==> src/rtl/dw_rnd_pkg.sv <==
// Shared rounding-mode codes and sequencer state encoding for the
// normalize/round and denormalize/round blocks.
package dw_rnd_pkg;

    localparam logic [2:0] RND_RNE = 3'b000;
    localparam logic [2:0] RND_RTZ = 3'b001;
    localparam logic [2:0] RND_RPI = 3'b010;
    localparam logic [2:0] RND_RMI = 3'b011;
    localparam logic [2:0] RND_RUP = 3'b100;
    localparam logic [2:0] RND_RAZ = 3'b101;

    typedef enum logic [1:0] {
        ST_IDLE  = 2'd0,
        ST_SHIFT = 2'd1,
        ST_ROUND = 2'd2,
        ST_DONE  = 2'd3
    } rnd_state_t;

endpackage

==> src/rtl/dw_rnd_inc.sv <==
// Rounding increment decision, W-bit incrementer and saturation on carry-out.
module dw_rnd_inc
    import dw_rnd_pkg::*;
#(
    parameter int W = 16
) (
    input  logic [W-1:0] mag,
    input  logic         sign,
    input  logic         round,
    input  logic         sticky,
    input  logic [2:0]   rnd_mode,
    output logic [W-1:0] res,
    output logic         ovfl
);

    logic         inc;
    logic [W:0]   sum;

    always_comb begin
        inc = 1'b0;
        case (rnd_mode)
            RND_RNE: inc = round & (sticky | mag[0]);
            RND_RPI: inc = ~sign & (round | sticky);
            RND_RMI: inc = sign & (round | sticky);
            RND_RUP: inc = round;
            RND_RAZ: inc = round | sticky;
            default: inc = 1'b0;
        endcase
        sum  = {1'b0, mag} + (W+1)'(inc);
        ovfl = sum[W];
        res  = sum[W] ? {W{1'b1}} : sum[W-1:0];
    end

endmodule

==> src/rtl/dw_denorm_rnd_seq.sv <==
// Iterative denormalizer: right-shifts a 1.f mantissa into a fixed-point magnitude,
// tracking round/sticky. Rounding stage is built only when DW_DENORM_RND_EN is defined.
module dw_denorm_rnd_seq
    import dw_rnd_pkg::*;
#(
    parameter int b_width    = 10,
    parameter int a_width    = 16,
    parameter int exp_width  = 4,
    parameter int SHIFT_STEP = 1
) (
    input  logic                 clk,
    input  logic                 rst,
    input  logic                 in_valid,
    output logic                 in_ready,
    input  logic [b_width-1:0]   b,
    input  logic                 b_sign,
    input  logic [exp_width-1:0] pos,
    input  logic                 sticky_bit,
    input  logic [2:0]           rnd_mode,
    output logic                 out_valid,
    input  logic                 out_ready,
    output logic [a_width-1:0]   a_mag,
    output logic                 a_sign,
    output logic                 inexact,
    output logic                 ovfl,
    output logic [1:0]           dbg_state
);

    localparam int REM_W = $clog2(a_width + 1);
    localparam int PAD   = a_width - b_width;

    // Handshake: a transfer happens on a rising edge where valid && ready; out_valid and
    // the result stay constant until out_ready is seen, and in_ready is high only in IDLE.
    rnd_state_t         state;
    logic [a_width-1:0] sr;
    logic [REM_W-1:0]   rem;
    logic               rnd_r;
    logic               stk_r;

    logic [REM_W-1:0]   pos_clip;
    logic [REM_W-1:0]   step_k;
    logic [a_width-1:0] sr_shift;
    logic               rnd_next;
    logic               lo_or;

    always_comb begin
        pos_clip = REM_W'(a_width);
        if (32'(pos) < 32'(a_width)) pos_clip = REM_W'(pos);
        step_k = rem;
        if (rem > REM_W'(SHIFT_STEP)) step_k = REM_W'(SHIFT_STEP);
        sr_shift = sr >> step_k;
        rnd_next = 1'b0;
        lo_or    = 1'b0;
        for (int i = 0; i < a_width; i++) begin
            if (i == int'(step_k) - 1) rnd_next = sr[i];
            if (i < int'(step_k) - 1)  lo_or = lo_or | sr[i];
        end
    end

`ifdef DW_DENORM_RND_EN
    logic [2:0]         mode_r;
    logic               ovfl_r;
    logic [a_width-1:0] inc_res;
    logic               inc_ovfl;

    dw_rnd_inc #(.W(a_width)) u_inc (
        .mag      (sr),
        .sign     (a_sign),
        .round    (rnd_r),
        .sticky   (stk_r),
        .rnd_mode (mode_r),
        .res      (inc_res),
        .ovfl     (inc_ovfl)
    );
    assign ovfl = ovfl_r;
`else
    wire unused_rnd_mode = &{1'b0, rnd_mode};
    assign ovfl = 1'b0;
`endif

    always_ff @(posedge clk) begin
        if (rst) begin
            state     <= ST_IDLE;
            sr        <= '0;
            rem       <= '0;
            rnd_r     <= 1'b0;
            stk_r     <= 1'b0;
            a_sign    <= 1'b0;
            out_valid <= 1'b0;
            in_ready  <= 1'b1;
`ifdef DW_DENORM_RND_EN
            mode_r    <= RND_RTZ;
            ovfl_r    <= 1'b0;
`endif
        end else begin
            case (state)
                ST_IDLE: begin
                    if (in_valid && in_ready) begin
                        sr       <= a_width'(b) << PAD;
                        rem      <= pos_clip;
                        rnd_r    <= 1'b0;
                        stk_r    <= sticky_bit;
                        a_sign   <= b_sign;
                        in_ready <= 1'b0;
`ifdef DW_DENORM_RND_EN
                        mode_r   <= rnd_mode;
                        ovfl_r   <= 1'b0;
                        state    <= (pos_clip != '0) ? ST_SHIFT : ST_ROUND;
`else
                        if (pos_clip != '0) begin
                            state <= ST_SHIFT;
                        end else begin
                            state     <= ST_DONE;
                            out_valid <= 1'b1;
                        end
`endif
                    end
                end
                ST_SHIFT: begin
                    sr    <= sr_shift;
                    rnd_r <= rnd_next;
                    stk_r <= stk_r | rnd_r | lo_or;
                    rem   <= rem - step_k;
                    if (rem == step_k) begin
`ifdef DW_DENORM_RND_EN
                        state <= ST_ROUND;
`else
                        state     <= ST_DONE;
                        out_valid <= 1'b1;
`endif
                    end
                end
`ifdef DW_DENORM_RND_EN
                ST_ROUND: begin
                    sr        <= inc_res;
                    ovfl_r    <= inc_ovfl;
                    state     <= ST_DONE;
                    out_valid <= 1'b1;
                end
`endif
                ST_DONE: begin
                    if (out_ready) begin
                        out_valid <= 1'b0;
                        in_ready  <= 1'b1;
                        state     <= ST_IDLE;
                    end
                end
                default: state <= ST_IDLE;
            endcase
        end
    end

    assign a_mag     = sr;
    assign inexact   = rnd_r | stk_r;
    assign dbg_state = state;

endmodule

==> config.mk <==
export PLATFORM = sky130hd
export DESIGN_NAME = dw_denorm_rnd_seq
export DESIGN_NICKNAME = d
export VERILOG_FILES = /design/src/rtl/dw_rnd_pkg.sv /design/src/rtl/dw_rnd_inc.sv /design/src/rtl/dw_denorm_rnd_seq.sv
export SDC_FILE = /design/constraint.sdc
export NUM_CORES = 1
export LEC_CHECK = 0
export BUFFER_PORTS_ARGS = -buffer_cell sky130_fd_sc_hd__buf_2
export CORE_UTILIZATION = 54
export CTS_CLUSTER_SIZE = 24
export DETAILED_ROUTE_END_ITERATION = 8
export GPL_ROUTABILITY_DRIVEN = 0
export PLACE_DENSITY = 0.89
export RECOVER_POWER = 100
export SETUP_SLACK_MARGIN = 0.3
export SLEW_MARGIN = 5
export SYNTH_ARGS = -nofsm -noshare
export SYNTH_HDL_FRONTEND = slang
export SYNTH_SLANG_ARGS = --single-unit
==> constraint.sdc <==
create_clock -name clk -period 4.2 [get_ports clk]
set_input_delay 0.42 -clock clk [delete_from_list [all_inputs] [get_ports clk]]
set_output_delay 0.42 -clock clk [all_outputs]
set_load 0.01 [all_outputs]
* Word-level counts from Yosys, hierarchy flattened *
Cells that the tools add are included.

word-level totals
  bits in writable memories = 0
  output and inout port bits = 23
  bits in latches = 0
  memory bits (read-only) = 0
  register bits after elaboration = 28
  memories = 0

operators by class
  div/mod/pow operators = 0
  eq/ne operators = 22
  reduce and logical (&&, ||, !) cells = 12
  bitwise logic cells = 17
  $add $sub $neg = 2
  shifts and indexed selects = 1
  multiplexer cells = 53
  order comparisons = 17
  multipliers = 0

operators with widths
  cell                 number
  $eq 5x6->1 const A   8
  $lt 5x6->1 const A   8
  $mux 1               39
  $logic_not 32->1     1
  $pmux 16 s2          1
  $eq 4x6->1 const A   4
  $lt 4x6->1 const A   4
  $or 1x1->1           17
  $mux 16              1
  $shr 16x5->16        1
  $eq 3x6->1 const A   2
  $lt 3x6->1 const A   2
  $mux 5               2
  $pmux 5 s2           1
  $mux 2               4
  $ne 2x2->1 const B   4
  $eq 2x6->1 const A   1
  $lt 1x6->1 const A   1
  $lt 2x6->1 const A   1
  $pmux 1 s2           3
  $pmux 2 s3           1
  $reduce_and 3->1     2
  $sub 5x1->6 const B  1
  $eq 5x5->1           1
  12 further kinds     14

* Depth between registers and ports, before layout *
Gate-level depths: netlist of run 1.

  word-level depth = 37
  mapped depth = 8
  depth with buffers taken out = 8

* Worst setup path before layout of run 1 *
Ideal clock, no wire load.

  path type = register -> register
  from = register rem[2]
  to = register rem[4]
  stages on the path, launching flop included = 7
  setup slack = 2.511 ns
  data required time = 4.134 ns
  data arrival time = 1.622 ns
  setup time = 0.066 ns
  path buffers = 0
  cells stage by stage = dfxtp_1 > nor4_4 > or2_1 > ha_1 > nor4b_1 > mux2_2 > nor2_1

between the ends
  cells in the longest elaborated chain, start to end = 4

ends and longest elaborated chain
  what                    line                      source
  start, declared         dw_denorm_rnd_seq.sv:36   logic [REM_W-1:0] rem;
  start signal, assigned  dw_denorm_rnd_seq.sv:100  rem <= pos_clip;
  start signal, assigned  dw_denorm_rnd_seq.sv:123  rem <= rem - step_k;
  $gt 5x1->1              dw_denorm_rnd_seq.sv:50   if (rem > REM_W'(SHIFT_STEP)) step_k = REM_W'(SHIFT_STEP);
  $mux 5                  dw_denorm_rnd_seq.sv:50
  $sub 5x5->5 *           dw_denorm_rnd_seq.sv:123
  $pmux 5 s2 *            dw_denorm_rnd_seq.sv:96   case (state)

Mark *: on every way between the ends. The rest lies on a longest branch, timed or not.
A chain may end at the register's enable or synchronous reset.

* Worst setup path in the final report of run 1 *
  from = register rem[2]
  to = register sr[14], in the netlist a_mag[14]

between the ends
  cells in the longest elaborated chain, start to end = 4

ends and longest elaborated chain
  what                  line                      source
  $gt 5x1->1            dw_denorm_rnd_seq.sv:50
  $mux 5 *              dw_denorm_rnd_seq.sv:50
  $shr 16x5->16 *       dw_denorm_rnd_seq.sv:51   sr_shift = sr >> step_k;
  $pmux 16 s2 *         dw_denorm_rnd_seq.sv:96
  end signal, assigned  dw_denorm_rnd_seq.sv:99   sr <= a_width'(b) << PAD;
  end signal, assigned  dw_denorm_rnd_seq.sv:120  sr <= sr_shift;
  end, declared         dw_denorm_rnd_seq.sv:35   logic [a_width-1:0] sr;

Marks and branches as above.

==> metrics.txt, run 1 <==
setup violators final=0; CTS tree=done; Hold Slack=~0.33 ns; Via Count=around 1.4k; final clock skew=0.00834 ns; Layout Cells excl Fill=about 240; Synth warnings=0; Cell Pwr Density=between 400 and 500 mW/mm^2; RSZ-0062 raised after global routing=no; Synth Flop Type=dfxtp_1; hold path endpoint=a_sign; Top delay family on crit path=simple AND/OR/NAND/NOR gates; worst slew pin tran=around 0.68 ns; core area=about 0.0026 mm^2; clk_lat worst skew=about 0.32 ns; post_cts resized=0; number of synthesized register bits=28; post-synth top area share=0.367; mapped cell area=0.00153 mm^2; Layout area overhead=8.61%; DRT iter0 DRCs=17; # Post-CTS Setup Buffers=0; fin crit share=0.546; max_slew headroom=0.544; Crit Reg-Reg Endpoint=a_mag[14]; layout net count=around 240; commonest cells after routing, fill and taps aside=28 x dfxtp_1, 25 x nor2_1, 23 x clkbuf_1; CP Class=flip-flop to flip-flop; Yosys cell types=44; Reg2Reg Depth=4; number of synthesized flops with an enable pin=0; Total GRT Usage=0.222; antenna violations before repair=0; hold path depth=3; H-tree depth=1; CP max FO=17; R2R setup slack=about 1.9 ns; total of max-cap violations=0; Placed Cells incl. Taps=239; drt pass-1 iters=4; register area share after synthesis=0.367; Buf+Inv Stages, Crit Path=0; hold buffers post-CTS=0; Die Wd=55.2 um; Final WS setup=around 1.9 ns; asr flop ratio synth=0; largest net degree at the start of global routing=29; share of cells above drive strength 1=0.207; total negative slack=0 ns; largest cells by area after synthesis=dfxtp_1 37%, o221a_2 6.6%, nor2_1 6.1%, nand3_2 4.6%, a21oi_1 4.3%; Gate Count Post-Synth=around 170; Tmin final=2.29 ns; Crit path arrival time=between 2 and 3 ns; run status=completed; Final Hold Fails=0; CP Capture Type=flip-flop; net load switching power=around 0.29 mW; Slew Limit Fails=0; CP cell instances=nor4_1, a21o_1, nand2_1, o221a_2; n_diodes=0; CTS buffer count=3; Comb pwr share=0.377; Die Ht=about 55 um; wire per inst=13.0 um; post-route antenna net violation count=0; Place WS=between 2 and 2.5 ns; most common cell after layout, fill and taps aside=dfxtp_1; largest area contributor in the netlist=dfxtp_1; worst flop-to-flop path startpoint=rem[2]; Hold Path Origin=b_sign; Die ar.=about 0.0030 mm^2; CTS Root Cell=clkbuf_4; row cnt=18; DRC errors left=0; share of power burned in registers=0.456; f_max=between 400 and 500 MHz; fin util=0.646; switch share=0.374; Avg Cell Area, Syn=8.82 um^2; Lkg Pwr=between 0.6 and 0.7 nW; first-pass GRT wire length=a little under 5000 um; GRT overflow=0; VDD IR-drop max=0.338 mV; Crit path largest cell delay=roughly 0.59 ns; Int Pwr=0.492 mW; Critical Path Start Type=flip-flop; CP max stage cell=nor4_1; # port buffers=just over 40; # IOs=46; Clock Tree Buf Depth=2; vias in the first global route=about 1.1k; power share of the clock group=0.166; WP data required=approximately 4.4 ns; Worst Hold Class=input port to flip-flop; Sink Count=28; dpl hpwl=~2300 um; starting density of the core=0.595; CTS clk-pin slew, worst paths=~0.14 ns; via/cell ratio=roughly 5.7; Detailed Route WL=about 3100 um
-- stage by stage --
stage	area, um^2	power (mW)
finish	1660	0.787
global route	1660	0.849
CTS	1750	0.820
detailed placement	1710	0.692
global placement	1710	0.684
floorplan	1540	0.620
-- synth_stat cells, types with 3 or more instances --
cell / instances
buf_4: 3
nor4_1: 3
a21oi_1: 13
nand2_1: 17
nand2b_1: 4
ha_1: 5
nor3_1: 3
nand3_2: 7
o21ai_0: 3
a21oi_2: 7
inv_1: 7
o221a_2: 9
nor2_1: 25
dfxtp_1: 28
-- worst max-delay path by stage --
| stage | start | depth (start not counted) | to | slack, ns |
|---|---|---|---|---|
| after floorplan | rem[2] | 6 | rem[4] | 2.51 |
| after global placement | rem[1] | 4 | a_mag[7] | 2.29 |
| after detailed placement | rem[1] | 4 | a_mag[8] | 2.27 |
| after CTS | rem[1] | 4 | a_mag[8] | 2.25 |
| after global routing | rem[2] | 4 | a_mag[8] | 1.71 |
| final | rem[2] | 4 | a_mag[14] | 1.91 |
-- cells by family after synthesis --
family	Yosys count	share of synthesized area
AND/OR/NAND/NOR	76	0.281
other	2	0.00492
multiplexers	1	0.00738
buffers and inverters	16	0.0680
AO/OA/AOI/OAI	45	0.230
adder cells (fa/ha/maj)	5	0.0410
flip-flops	28	0.367
-- area by class of cell --
class | count | area (um^2)
well taps | 30 | 37.5
inverters | 7 | 26.3
repair buffers | 42 | 181
clock buffers | 4 | 36.3
fillers | 251 | 910
flip-flops and latches | 28 | 561
multi-input cells | 132 | 816
-- tightest hold or removal path, delay by kind of cell --
kind,cells,cell delay [ns]
buffers and inverters,1,0.10
and+or+nand+nor,1,0.05
AOI/OAI and AO/OA,1,0.05
-- routing by layer --
metal | share of wire | track usage | vias up
li1 | - | - | 693
met1 | 0.45 | 0.284 | 654
met2 | 0.51 | 0.402 | 29
met3 | 0.031 | 0.0273 | 2
met4 | 0.0051 | 0.0375 | 0
met5 | 0 | 0 | -
-- state kept, by name, summed over array words and instances, names as in the netlist --
signal     flops
in_ready       1
dbg_state      2
a_sign         1
rnd_r          1
stk_r          1
a_mag         16
out_valid      1
rem            5
-- power groups by stage --
stage	clock, mW	combinational, mW	sequential [mW]
after floorplan	0	0.248	0.372
after global placement	0	0.317	0.367
after detailed placement	0	0.324	0.368
after CTS	0.133	0.325	0.362
after global routing	0.142	0.340	0.367
final	0.131	0.297	0.359
No activity file was read; power rests on OpenSTA's default activity.
==> inputs of run 2 (changes only) <==
Settings changed: CORE_UTILIZATION 54 to 46, PLACE_DENSITY 0.89 to 0.81.
Clock period 4.2 ns to 2 ns, I/O delays scaled along.
==> run 2 against run 1 <==
Against the previous run: clock skew up 0.0013 ns; cell count up 9.5%; sequential share of layout area down 3.7 points; worst setup slack worse by 1.7 ns; routed wire length up 20%; non-clock buffer count up 9; critical endpoint is now stk_r; largest cell class unchanged; largest power group is now combinational cells.
==> metrics.txt, run 2 (synthesis results as in run 1) <==
Sink Count=28 (unchanged); Hold Slack=0.0813 ns (-0.245 ns); total of max-cap violations=0 (unchanged); Die Ht=59.6 um (+8.0%); Filler Cells Inserted=299 (+19%); # port buffers=41 (unchanged); R2R setup slack=0.22 ns (-1.69 ns); Cell Pwr Density=1090 mW/mm^2 (+130%); Layout area overhead=23.4%; CP startpoint=rem[4]; CP Capture Point=stk_r; row cnt=20 (+2); clk_lat worst skew=0.34 ns (+0.02 ns); total negative slack=0 ns (unchanged); WP data required=2.29 ns (-2.14 ns); Via Count=1457 (+5.7%); commonest cells after routing, fill and taps aside=25 x nor2_1, 25 x dfxtp_1, 24 x clkbuf_1; CTS Root Cell=clkbuf_4; Clock Tree Buf Depth=2 (unchanged); dpl hpwl=2290 um (-0.98%); setup violators final=0 (unchanged); final clock skew=0.00966 ns (+0.00133 ns); worst flop-to-flop path startpoint=rem[4]; CP Capture Type=flip-flop; Lkg Pwr=0.713 nW (+10%); via/cell ratio=5.48 (-3.4%); wire per inst=14.2 um (+9.8%); max_slew headroom=0.628 (+0.0838); RSZ-0062 raised after global routing=yes; CTS tree=done; VDD IR-drop max=0.439 mV (+30%); vias in the first global route=1241 (+10%); CTS buffer count=3 (unchanged); Slew Limit Fails=0 (unchanged); post-route antenna net violation count=0 (unchanged); drt pass-1 iters=4 (unchanged); Crit Reg-Reg Endpoint=stk_r; n_diodes=0 (unchanged); CTS clk-pin slew, worst paths=0.16 ns (+0.02 ns); Die ar.=0.00355 mm^2 (+17%); GRT overflow=0 (unchanged); Reg2Reg Depth=7 (+3); Final Hold Fails=0 (unchanged); starting density of the core=0.492 (-0.103); # IOs=46 (unchanged); CP max FO=4 (-13); DRC errors left=0 (unchanged); Detailed Route WL=3780 um (+20%); antenna violations before repair=0 (unchanged); core area=0.00310 mm^2 (+21%); max reg flops=16 (unchanged); H-tree depth=1 (unchanged); f_max=562 MHz (+29%); Crit path arrival time=2.07 ns (-0.45 ns); Worst Hold Class=input port to flip-flop; worst slew pin tran=0.558 ns (-0.119 ns); Critical Path Start Type=flip-flop; layout net count=251 (+3.7%); Tmin final=1.78 ns (-0.513 ns); first-pass GRT wire length=5380 um (+9.7%); Total GRT Usage=0.200 (-0.0228); fin crit share=0.890 (+0.344); share of cells above drive strength 1=0.320 (+0.113); run status=completed; CP Class=flip-flop to flip-flop; largest net degree at the start of global routing=29 (unchanged); Die Wd=59.6 um (+8.0%); DRT iter0 DRCs=27 (+10)
run 2: what timing repair did:
action,4_1_cts,5_1_grt
pin swaps,1,10
buffers inserted,1,6
gates cloned,0,1
endpoints found under the setup margin,3,18
hold buffers,0,0
gates resized for setup,7,21
run 2: stage by stage:
| step | instance area (um^2) | instances | setup WS (ns) | power (mW) | util |
|---|---|---|---|---|---|
| after floorplan | 1540 | 176 | 0.311 | 1.30 | - |
| final | 1880 | 266 | 0.219 | 2.06 | 0.607 |
| after global routing | 1880 | 266 | 0.121 | 2.16 | 0.607 |
| after CTS | 1810 | 259 | 0.310 | 1.87 | 0.583 |
| after detailed placement | 1740 | 254 | 0.187 | 1.47 | 0.559 |
| after global placement | 1740 | 254 | 0.206 | 1.45 | 0.559 |
run 2: metal layers:
layer	global-route usage	part of all wire
met5	0	0
met4	0.0764	0.019
met3	0.0218	0.035
met2	0.334	0.49
met1	0.263	0.45
run 2: area by class of cell:
| type | instances | area, um^2 | share of cell area |
|---|---|---|---|
| Tap cell | 44 | 55.1 | 0.0292 |
| Clock inverter | 1 | 30.0 | 0.0159 |
| Multi-Input combinational cell | 132 | 918 | 0.488 |
| Sequential cell | 28 | 567 | 0.301 |
| Inverter | 7 | 28.8 | 0.0153 |
| Clock buffer | 3 | 22.5 | 0.0120 |
| Timing Repair Buffer | 51 | 262 | 0.139 |
run 2: critical path, stage by stage, from the launching register on:
cell and delay, ns:
dfxtp_1 0.39, nor4_4 0.36, and2_4 0.26, ha_4 0.21, inv_2 0.05, a21oi_2 0.04, o2111ai_1 0.23, and3_1 0.19
run 2: power breakdown:
part	leakage [nW]	internal [mW]	total [mW]	switching (mW)
Sequential	0.231	0.657	0.771	0.115
Clock	0.0279	0.203	0.380	0.177
Combinational	0.454	0.433	0.905	0.472
run 2: worst min-delay path by stage:
stage / from / endpoint / slack (ns) / cells after the start
2_1_floorplan: b_sign / a_sign / 0.34 / 2
3_3_place_gp: b_sign / a_sign / 0.45 / 3
3_5_place_dp: a_sign / a_sign / 0.45 / 2
4_1_cts: b_sign / a_sign / 0.1 / 3
5_1_grt: b_sign / a_sign / 0.10 / 3
6_report: b_sign / a_sign / 0.08 / 3
